### config.mk
export PLATFORM = sky130hd
export DESIGN_NAME = matmul_result_writer
export DESIGN_NICKNAME = d
export VERILOG_FILES = /design/src/rtl/matmul_result_writer.sv
export SDC_FILE = /design/constraint.sdc
export NUM_CORES = 1
export LEC_CHECK = 0
export ABC_AREA = 1
export BUFFER_PORTS_ARGS = -buffer_cell sky130_fd_sc_hd__buf_2
export CAP_MARGIN = 20
export CORE_MARGIN = 1.5
export CORE_UTILIZATION = 53
export DETAILED_ROUTE_END_ITERATION = 10
export GPL_TIMING_DRIVEN = 0
export PLACE_DENSITY = 0.8
export SYNTH_ARGS = -nofsm -noshare
export SYNTH_HDL_FRONTEND = slang
export SYNTH_SLANG_ARGS = --single-unit
### constraint.sdc
create_clock -name clk_i -period 3 [get_ports clk_i]
set_input_delay 0.45 -clock clk_i [delete_from_list [all_inputs] [get_ports clk_i]]
set_output_delay 0.45 -clock clk_i [all_outputs]
set_load 0.05 [all_outputs]
### src/rtl/matmul_result_writer.sv
// Drains a snapshot of the multiplier's C matrix into the scratchpad, row-major, one beat per accepted handshake.
// Optional MATMUL_WRITER_FLAGS_EN appends one beat carrying the overflow flags after the data region.
module matmul_result_writer #(
  parameter int DATA_WIDTH = 8,
  parameter int BUS_WIDTH  = 16,
  parameter int ADDR_WIDTH = 8
) (
  input  logic                                               clk_i,
  input  logic                                               rst_ni,
  input  logic                                               finish_mul_i,
  input  logic [(BUS_WIDTH/DATA_WIDTH)*(BUS_WIDTH/DATA_WIDTH)*BUS_WIDTH-1:0] c_matrix_i,
  input  logic [(BUS_WIDTH/DATA_WIDTH)*(BUS_WIDTH/DATA_WIDTH)-1:0]           flags_i,
  input  logic [1:0]                                         n_dim_i,
  input  logic [1:0]                                         m_dim_i,
  input  logic [ADDR_WIDTH-1:0]                              base_addr_i,
  input  logic                                               wr_ready_i,
  output logic                                               wr_valid_o,
  output logic [ADDR_WIDTH-1:0]                              wr_addr_o,
  output logic [BUS_WIDTH-1:0]                               wr_data_o,
  output logic                                               finish_write_o,
  output logic                                               busy_o
);

  localparam int MAX_DIM = BUS_WIDTH / DATA_WIDTH;
  localparam int NELEM   = MAX_DIM * MAX_DIM;
  localparam logic [ADDR_WIDTH-1:0] MAX_DIM_A = ADDR_WIDTH'(MAX_DIM);
  localparam logic [ADDR_WIDTH-1:0] NELEM_A   = ADDR_WIDTH'(NELEM);

  typedef enum logic [1:0] {IDLE, WRITE, DONE} state_t;

  state_t                      state_q, state_d;
  logic [1:0]                  r_q, r_d, c_q, c_d;
  logic [1:0]                  n_q, m_q;
  logic [NELEM*BUS_WIDTH-1:0]  mat_q;
  logic [ADDR_WIDTH-1:0]       base_q;
  logic                        trigger;
  logic                        last_data;
  logic [BUS_WIDTH-1:0]        elem;
  logic [ADDR_WIDTH-1:0]       elem_addr;

  assign trigger   = (state_q == IDLE) && finish_mul_i;
  assign last_data = (r_q == n_q) && (c_q == m_q);

`ifdef MATMUL_WRITER_FLAGS_EN
  logic [NELEM-1:0] flags_q;
  logic             flag_beat_q, flag_beat_d;

  always_ff @(posedge clk_i or negedge rst_ni) begin
    if (!rst_ni) begin
      flags_q     <= '0;
      flag_beat_q <= 1'b0;
    end else begin
      flag_beat_q <= flag_beat_d;
      if (trigger) flags_q <= flags_i;
    end
  end
`else
  logic unused_flags;
  assign unused_flags = ^flags_i;
`endif

  // Snapshot is taken only on the IDLE trigger, so it stays frozen for the whole transfer.
  always_ff @(posedge clk_i or negedge rst_ni) begin
    if (!rst_ni) begin
      mat_q  <= '0;
      n_q    <= '0;
      m_q    <= '0;
      base_q <= '0;
    end else if (trigger) begin
      mat_q  <= c_matrix_i;
      n_q    <= n_dim_i;
      m_q    <= m_dim_i;
      base_q <= base_addr_i;
    end
  end

  always_ff @(posedge clk_i or negedge rst_ni) begin
    if (!rst_ni) begin
      state_q <= IDLE;
      r_q     <= '0;
      c_q     <= '0;
    end else begin
      state_q <= state_d;
      r_q     <= r_d;
      c_q     <= c_d;
    end
  end

  always_comb begin
    state_d = state_q;
    r_d     = r_q;
    c_d     = c_q;
`ifdef MATMUL_WRITER_FLAGS_EN
    flag_beat_d = flag_beat_q;
`endif
    case (state_q)
      IDLE: begin
        if (finish_mul_i) begin
          state_d = WRITE;
          r_d     = '0;
          c_d     = '0;
`ifdef MATMUL_WRITER_FLAGS_EN
          flag_beat_d = 1'b0;
`endif
        end
      end
      WRITE: begin
        if (wr_ready_i) begin
`ifdef MATMUL_WRITER_FLAGS_EN
          if (flag_beat_q) begin
            state_d     = DONE;
            flag_beat_d = 1'b0;
          end else if (last_data) begin
            flag_beat_d = 1'b1;
          end
`else
          if (last_data) begin
            state_d = DONE;
          end
`endif
          else if (c_q == m_q) begin
            c_d = '0;
            r_d = r_q + 2'd1;
          end else begin
            c_d = c_q + 2'd1;
          end
        end
      end
      DONE: begin
        if (!finish_mul_i) state_d = IDLE;
      end
      default: state_d = IDLE;
    endcase
  end

  // C is stored column-major in the flat bus; out-of-range indices read as zero.
  always_comb begin
    elem = '0;
    for (int k = 0; k < NELEM; k++) begin
      if (k == (int'(c_q) * MAX_DIM + int'(r_q))) elem = mat_q[k*BUS_WIDTH +: BUS_WIDTH];
    end
  end

  assign elem_addr = base_q + ADDR_WIDTH'(r_q) * MAX_DIM_A + ADDR_WIDTH'(c_q);

  assign wr_valid_o     = (state_q == WRITE);
  assign finish_write_o = (state_q == DONE);
  assign busy_o         = (state_q != IDLE);

`ifdef MATMUL_WRITER_FLAGS_EN
  assign wr_addr_o = !wr_valid_o ? '0 : (flag_beat_q ? base_q + NELEM_A : elem_addr);
  assign wr_data_o = !wr_valid_o ? '0 : (flag_beat_q ? BUS_WIDTH'(flags_q) : elem);
`else
  logic [ADDR_WIDTH-1:0] unused_nelem;
  assign unused_nelem = NELEM_A;
  assign wr_addr_o = wr_valid_o ? elem_addr : '0;
  assign wr_data_o = wr_valid_o ? elem : '0;
`endif

endmodule

==> results of run 1 <==
-- through the flow --
stage / hold slack (ns) / utilization / worst slack [ns] / setup TNS [ns]
after floorplan: 0.154 / - / 0.0519 / 0
after global placement: 0.490 / 0.635 / 0.196 / 0
after detailed placement: 0.395 / 0.639 / 0.113 / 0
after CTS: 0.00893 / 0.678 / 0.00566 / 0
after global routing: 0.0220 / 0.679 / -0.105 / -0.168
final: 0.00381 / 0.679 / -0.00306 / -0.00306
-- synthesized netlist by cell type (2+ instances only) --
| library cell | count | share of area |
|---|---|---|
| a31oi_1 | 2 | 0.0029 |
| ha_1 | 6 | 0.018 |
| buf_4 | 5 | 0.0088 |
| o21ai_0 | 10 | 0.012 |
| dfrtp_1 | 82 | 0.48 |
| fa_1 | 2 | 0.0094 |
| nand3_1 | 43 | 0.050 |
| nor2_1 | 84 | 0.074 |
| nand2_1 | 73 | 0.064 |
| mux2_2 | 33 | 0.087 |
| inv_1 | 58 | 0.051 |
| a21oi_2 | 4 | 0.0082 |
| nor2_4 | 5 | 0.013 |
| buf_6 | 4 | 0.011 |
| a21oi_1 | 48 | 0.056 |
| o21ai_1 | 4 | 0.0047 |
| nor3_2 | 4 | 0.0094 |
| buf_2 | 11 | 0.013 |
| nor3_1 | 7 | 0.0082 |
| xnor2_1 | 2 | 0.0041 |
| nand2_2 | 3 | 0.0044 |
-- cells in the final DEF, fill, tap and decap left out, drive strengths merged --
cell,instances
buf,130
o21ai,14
a21oi,52
nor3b,1
nor3,11
clkinv,3
dfrtp,82
xor2,1
mux2,33
nand3,43
clkbuf,12
fa,2
inv,60
nor2,90
ha,6
xnor2,2
a31oi,2
nand2,77
bufinv,3
-- kinds of logic after synthesis --
logic type | share of synthesized area
compound gates | 0.0837
xor+xnor | 0.00615
fa+ha+maj | 0.0269
buf+inv | 0.0867
flops | 0.480
mux | 0.0870
simple gates | 0.229
-- metal layers --
metal	wire (um)	share of wire	vias up	track usage
met5	0	0	-	0
met3	745	0.067	23	0.0369
met1	4660	0.42	1868	0.371
met2	5440	0.49	176	0.440
met4	238	0.021	0	0.112
li1	-	-	1840	-
-- worst max path at each step --
stage,depth (start not counted),slack [ns],startpoint,end
after global placement,9,0.20,c_q[1]$_DFFE_PN0P_,wr_addr_o[7]
after global routing,9,-0.10,r_q[0]$_DFFE_PN0P_,wr_addr_o[5]
after CTS,9,0.006,r_q[0]$_DFFE_PN0P_,wr_addr_o[5]
after floorplan,8,0.05,c_q[1]$_DFFE_PN0P_,wr_addr_o[7]
after detailed placement,10,0.11,c_q[1]$_DFFE_PN0P_,wr_addr_o[7]
final,9,-0.003,r_q[0]$_DFFE_PN0P_,wr_addr_o[5]
-- cell type report --
class                           count  area (um^2)  share of cell area
Buffer                             22          145              0.0275
Multi-Input combinational cell    334         1870               0.355
Tap cell                          102          128              0.0242
Clock buffer                       10          138              0.0261
Inverter                           60          225              0.0427
Clock inverter                      6          113              0.0214
Sequential cell                    82         2050               0.390
Timing Repair Buffer              110          598               0.113
-- worst register-to-register path, cell delays in order, from the launching register on --
cell,delay [ns]
dfrtp_1,0.42
nor2_1,0.18
nand2_2,0.18
buf_6,0.21
buf_2,0.20
nor2_1,0.14
a21oi_1,0.06
-- what timing repair did --
| item | 4_1_cts | 5_1_grt |
|---|---|---|
| pin swaps | 2 | 0 |
| hold buffers | 0 | 0 |
| buffers inserted | 3 | 0 |
| resized for setup | 10 | 3 |
| setup endpoints to repair | 2 | 4 |
-- registers in the layout, summed over array words and instances, names as in the netlist --
| signal | cells |
|---|---|
| n_q | 2 |
| state_q | 2 |
| c_q | 2 |
| base_q | 8 |
| mat_q | 64 |
| m_q | 2 |
| r_q | 2 |
==> reports/metrics.yaml, run 1 <==
numCtsBuffers: 9
grt_pass1_wl_um: 18100
wl_um: 11100
synth_ff_type: "dfrtp_1"
ys.warnings.count: 0
max_slew_margin: 0.579
fin_crit_sh: 1.00
dp_hpwl_um: 8170
grt_max_degree: 59
root_buffer: "clkbuf_8"
design_area_um2: 5270
drtIter0Drc: 356
post_dp_cell_area_um2: 4970
yosys_register_bits: 82
violations: "setup timing"
fp.dieW_um: 92.8
synth_area_um2: 4270
cp-end-kind: "primary output"
first_pass_iters: 5
cpPeakStageDelay_ns: 0.50
critPathArrivalTime_ns: 2.55
r2r_setup_slack_ns: 1.51
num_rows: 32
drc: 0
critPathKind: "register to primary output"
diodes: 0
ant_nets: 0
die_area_um2: 8610
num_vias: 3907
synth_cells: 498
min_path_type: "input pin to async pin"
layout_setup_ws_ns: -0.00306
wire_per_inst_um: 15.3
overflow: 0
die-height_um: 92.8
cts_sinks: 82
r2r_end: "mat_q[50]$_DFFE_PN0P_"
worst_pin_slew_ns: 0.632
syn_nets: 590
io_buffers: 106
finClkSkew_ns: 0.0117
cp_cell_sequence: "fa_1 -> ha_2 -> fa_2 -> nand2_2 -> a21oi_2 -> buf_4 -> xnor2_1 -> nor2_1 -> buf_6"
antenna_found_initial: 0
outcome: "complete, but fails checks"
track_usage: 0.273
setup_viol: 1
ys_seq_area_frac: 0.480
start_kind: "register"
vias_per_cell: 5.38
nets: 711
required_ns: 2.55
cts_buffer_depth: 2
synth.distinct_cells: 29
clk_pin_slew_ns: 0.09
r2r_cells: 6
maxCapViolations: 0
post-route-min-period_ns: 3.00
critPathMaxFanout: 3
ios: 111
critPathBufInv: 2
ys_async_sr_fraction: 1.00
finalHoldViolCount: 0
drive_gt1_frac: 0.332
cp_slowest_cell: "fa_1"
place.gp.congestion: 0.878
crit_family: "adder cells"
layout.cells.non_filler: 726
nFillCells: 635
report.final.slew_viol_count: 0
rsz0062_at_grt: "true"
clock.fmax_mhz: 333
synth_edf_count: 0
cts_max_level: 3
grt_pass1_vias: 3828
design.core.area_um2: 7770
synth.avg_cell_area_um2: 8.58
clk-insertion-delay-late_ns: 0.36
synthToLayoutAreaGrowth_pct: 23.4
dp_cells: 707
start_util: 0.550
cts_tree: "done"
r2r_start: "state_q[0]$_DFFE_PN0P_"
Power of run 1 is left out: the tool's default activity adds up to more than one toggle a clock period on the data nets, which glitch-free logic cannot reach.
==> run 2: changes to the inputs <==
MAX_ROUTING_LAYER = met4   (was default)
clock period = 3.4 ns   (was 3 ns; I/O delays follow)
==> reports/metrics.yaml, run 2 (synthesis results as in run 1) <==
cts_buffer_depth: 2
fin_crit_sh: 0.943
dp_hpwl_um: 7890
clk-insertion-delay-late_ns: 0.35
crit_start: "c_q[1]$_DFFE_PN0P_"
grt_pass1_vias: 3566
required_ns: 2.89
finClkSkew_ns: 0.0112
ios: 111
io_buffers: 106
die-height_um: 92.8
maxCapViolations: 0
diodes: 0
report.final.slew_viol_count: 0
cts_sinks: 82
critPathKind: "register to primary output"
r2r_cells: 6
place.gp.congestion: 0.862
r2r_setup_slack_ns: 1.89
numCtsBuffers: 9
setup_viol: 0
clock.fmax_mhz: 312
largest_registers: "mat_q (64), base_q (8)"
track_usage: 0.263
ant_nets: 0
post_dp_cell_area_um2: 4960
final_common_cell: "buf_2"
critPathMaxFanout: 7
drc: 0
worstSetupEndpoint: "wr_addr_o[7]"
pre_cts_ws_ns: 0.505
num_vias: 3730
nets: 708
synthToLayoutAreaGrowth_pct: 20.8
post-route-min-period_ns: 3.21
clk_pin_slew_ns: 0.08
critPathArrivalTime_ns: 2.70
min_path_type: "input pin to async pin"
max_slew_margin: 0.568
design.core.area_um2: 7770
root_buffer: "clkbuf_8"
wl_um: 10600
antenna_found_initial: 0
worst_pin_slew_ns: 0.648
r2r_start: "state_q[0]$_DFFE_PN0P_"
cts_tree: "done"
r2r_end: "mat_q[46]$_DFFE_PN0P_"
top_register: "mat_q"
overflow: 0
finalHoldViolCount: 0
design_area_um2: 5160
cts_max_level: 3
fp.dieW_um: 92.8
first_pass_iters: 4
start_kind: "register"
vias_per_cell: 5.16
wire_per_inst_um: 14.7
finalSetupTns_ns: 0
die_area_um2: 8610
layout_common_cells: "buf_2, nor2_1, dfrtp_1"
drive_gt1_frac: 0.312
drtIter0Drc: 277
rsz0062_at_grt: "false"
grt_pass1_wl_um: 17000
num_rows: 32
layout_setup_ws_ns: 0.195
start_util: 0.550
grt_max_degree: 70
cp-end-kind: "primary output"
outcome: "complete, no violations"
largest_reg_flops: 64
-- run 2: changes by cell type in the layout (fill, tap and decap cells not counted), moves of 2 or more --
cell       before  now
bufinv_16       3    1
ha_2            2    0
buf_2         113  115
buf_4           9    6
ha_1            4    6
buf_6           6    4
clkbuf_1        1    3
-- run 2: worst max-delay path, stage by stage, from the launching register on --
cell	delay, ns
dfrtp_2	0.49
fa_1	0.53
ha_1	0.24
fa_1	0.23
nand2_1	0.06
a21oi_1	0.20
nand3_1	0.13
nand2_1	0.08
nand2_1	0.04
nor2_1	0.11
clkbuf_4	0.24
-- run 2: stage by stage --
stage / hold slack [ns] / utilization / cells
after floorplan: 0.214 / - / 498
after global placement: 0.490 / 0.635 / 706
after detailed placement: 0.389 / 0.639 / 707
after CTS: 0.0119 / 0.664 / 723
after global routing: 0.0162 / 0.664 / 723
final: 0.0137 / 0.664 / 723
-- run 2: worst min path at each step --
stage,end,slack [ns],depth (start not counted)
2_1_floorplan,base_q[0]$_DFFE_PN0P_,0.21,0
3_3_place_gp,mat_q[0]$_DFFE_PN0P_,0.49,1
3_5_place_dp,base_q[3]$_DFFE_PN0P_,0.39,1
4_1_cts,base_q[1]$_DFFE_PN0P_,0.01,1
5_1_grt,base_q[1]$_DFFE_PN0P_,0.02,1
6_report,base_q[1]$_DFFE_PN0P_,0.01,1
-- run 2: repair_timing --
item                                    in CTS  in global routing
hold buffers                                 0                  0
endpoints found under the setup margin       0                  1
gates resized for setup                      0                  2
setup buffers                                0                  0
-- run 2: final cells by class --
| cell class | instances | area, um^2 |
|---|---|---|
| Clock buffer | 12 | 145 |
| Multi-Input combinational cell | 334 | 1850 |
| Inverter | 60 | 225 |
| Buffer | 22 | 145 |
| Clock inverter | 4 | 51.3 |
| Sequential cell | 82 | 2050 |
| Tap cell | 102 | 128 |
| Fill cell | 659 | 2610 |
| Timing Repair Buffer | 107 | 563 |
-- run 2: layer usage --
layer | wire [um] | vias to the layer above | share of wire | track usage
met5 | 0 | - | 0 | -
met4 | 156 | 0 | 0.015 | 0.0859
met3 | 622 | 15 | 0.059 | 0.0361
met2 | 5140 | 119 | 0.48 | 0.410
met1 | 4710 | 1764 | 0.44 | 0.357
li1 | - | 1832 | - | -
Power of run 2 is left out for the same reason.
==> run 3: changes to the inputs <==
PLACE_DENSITY = 0.88   (was 0.8)
==> reports/metrics.yaml, run 3 (synthesis results as in run 1) <==
outcome: "complete, no violations"
start_kind: "register"
first_pass_iters: 6
die-height_um: 92.8
top_layer_used: "met4"
cp_slowest_cell: "fa_1"
design.core.area_um2: 7770
drc: 0
place.gp.congestion: 0.865
root_buffer: "clkbuf_8"
io_buffers: 106
clk_pin_slew_ns: 0.09
fp.dieW_um: 92.8
track_usage: 0.278
ios: 111
post-route-min-period_ns: 3.22
synthToLayoutAreaGrowth_pct: 20.6
critPathArrivalTime_ns: 2.71
cts_max_level: 3
grt_pass1_vias: 3967
clk-insertion-delay-late_ns: 0.36
critPathMaxFanout: 7
cp_common_cell: "nand2_1"
dp_hpwl_um: 8390
fin_crit_sh: 0.948
num_rows: 32
min_path_type: "input pin to async pin"
grt_pass1_wl_um: 17900
finClkSkew_ns: 0.0116
worst_pin_slew_ns: 0.608
r2r_cells: 6
setup_viol: 0
num_vias: 3853
largest_reg_flops: 64
maxCapViolations: 0
cts_buffer_depth: 2
wl_met3_um: 778
diodes: 0
cts_tree: "done"
cp_cell_sequence: "fa_1 -> ha_1 -> fa_1 -> nand2_1 -> a21oi_1 -> nand3_1 -> nand2_1 -> nand2_1 -> nor2_1 -> clkbuf_4"
grt_max_degree: 60
start_util: 0.550
wl_um: 11100
cpPeakStageDelay_ns: 0.53
overflow: 0
route.met2.wl_um: 5640
nets: 708
cts_hold_buf: 0
ant_nets: 0
antenna_found_initial: 0
final_common_cell: "buf_2"
clock.fmax_mhz: 310
wire_per_inst_um: 15.4
numCtsBuffers: 9
max_slew_margin: 0.595
critPathKind: "register to primary output"
finalHoldViolCount: 0
finalSetupTns_ns: 0
layout_common_cells: "buf_2, nor2_1, dfrtp_1"
holdWs_ns: 0.0559
rsz0062_at_grt: "false"
cts_sinks: 82
cp-end-kind: "primary output"
drtIter0Drc: 271
top_register: "mat_q"
report.final.slew_viol_count: 0
drt-met1-wl_um: 4400
die_area_um2: 8610
drive_gt1_frac: 0.312
required_ns: 2.89
largest_registers: "mat_q (64), base_q (8)"
vias_per_cell: 5.33
==> run 3: area by class of cell <==
cell class | count | area [um^2]
Clock buffer | 11 | 131
Sequential cell | 82 | 2050
Fill cell | 639 | 2620
Inverter | 60 | 225
Multi-Input combinational cell | 334 | 1850
Timing Repair Buffer | 107 | 563
Tap cell | 102 | 128
Buffer | 22 | 145
Clock inverter | 5 | 55.1
==> run 3: repair_timing <==
item,in CTS,in global routing
setup endpoints to repair,0,1
setup buffers,0,0
gates resized for setup,0,2
==> run 3: path summary, 6_finish.rpt <==
check | to | slack [ns] | start
worst max register to register | mat_q[38]$_DFFE_PN0P_ | 1.85 | state_q[0]$_DFFE_PN0P_
worst min-delay path | base_q[1]$_DFFE_PN0P_ | 0.06 | rst_ni
min in group clk_i | base_q[1]$_DFFE_PN0P_ | 0.38 | base_addr_i[1]
worst min register to register | mat_q[30]$_DFFE_PN0P_ | 0.51 | mat_q[30]$_DFFE_PN0P_
worst max-delay path | wr_addr_o[7] | 0.18 | c_q[1]$_DFFE_PN0P_
max in group asynchronous | mat_q[30]$_DFFE_PN0P_ | 2.75 | rst_ni
==> run 3: metrics by stage <==
| step | std cells | instance area, um^2 | setup WS (ns) | util |
|---|---|---|---|---|
| after floorplan | 498 | 4270 | 0.334 | - |
| after detailed placement | 707 | 4960 | 0.489 | 0.639 |
| after CTS | 723 | 5150 | 0.0941 | 0.663 |
| final | 723 | 5150 | 0.177 | 0.663 |
| after global placement | 706 | 4930 | 0.564 | 0.635 |
| after global routing | 723 | 5150 | 0.0198 | 0.663 |
==> run 3: worst max-delay path: cells and delay by family (launching register included) <==
family,cells,cell delay (ns)
buf+inv,1,0.24
fa+ha+maj,3,0.99
simple gates,5,0.42
compound gates,1,0.21
flops,1,0.49
==> run 3: routing by layer <==
| layer | global-route usage | up-vias |
|---|---|---|
| li1 | - | 1824 |
| met1 | 0.339 | 1837 |
| met2 | 0.455 | 160 |
| met3 | 0.0493 | 32 |
| met4 | 0.121 | 0 |
| met5 | - | - |
Power of run 3 is left out for the same reason.
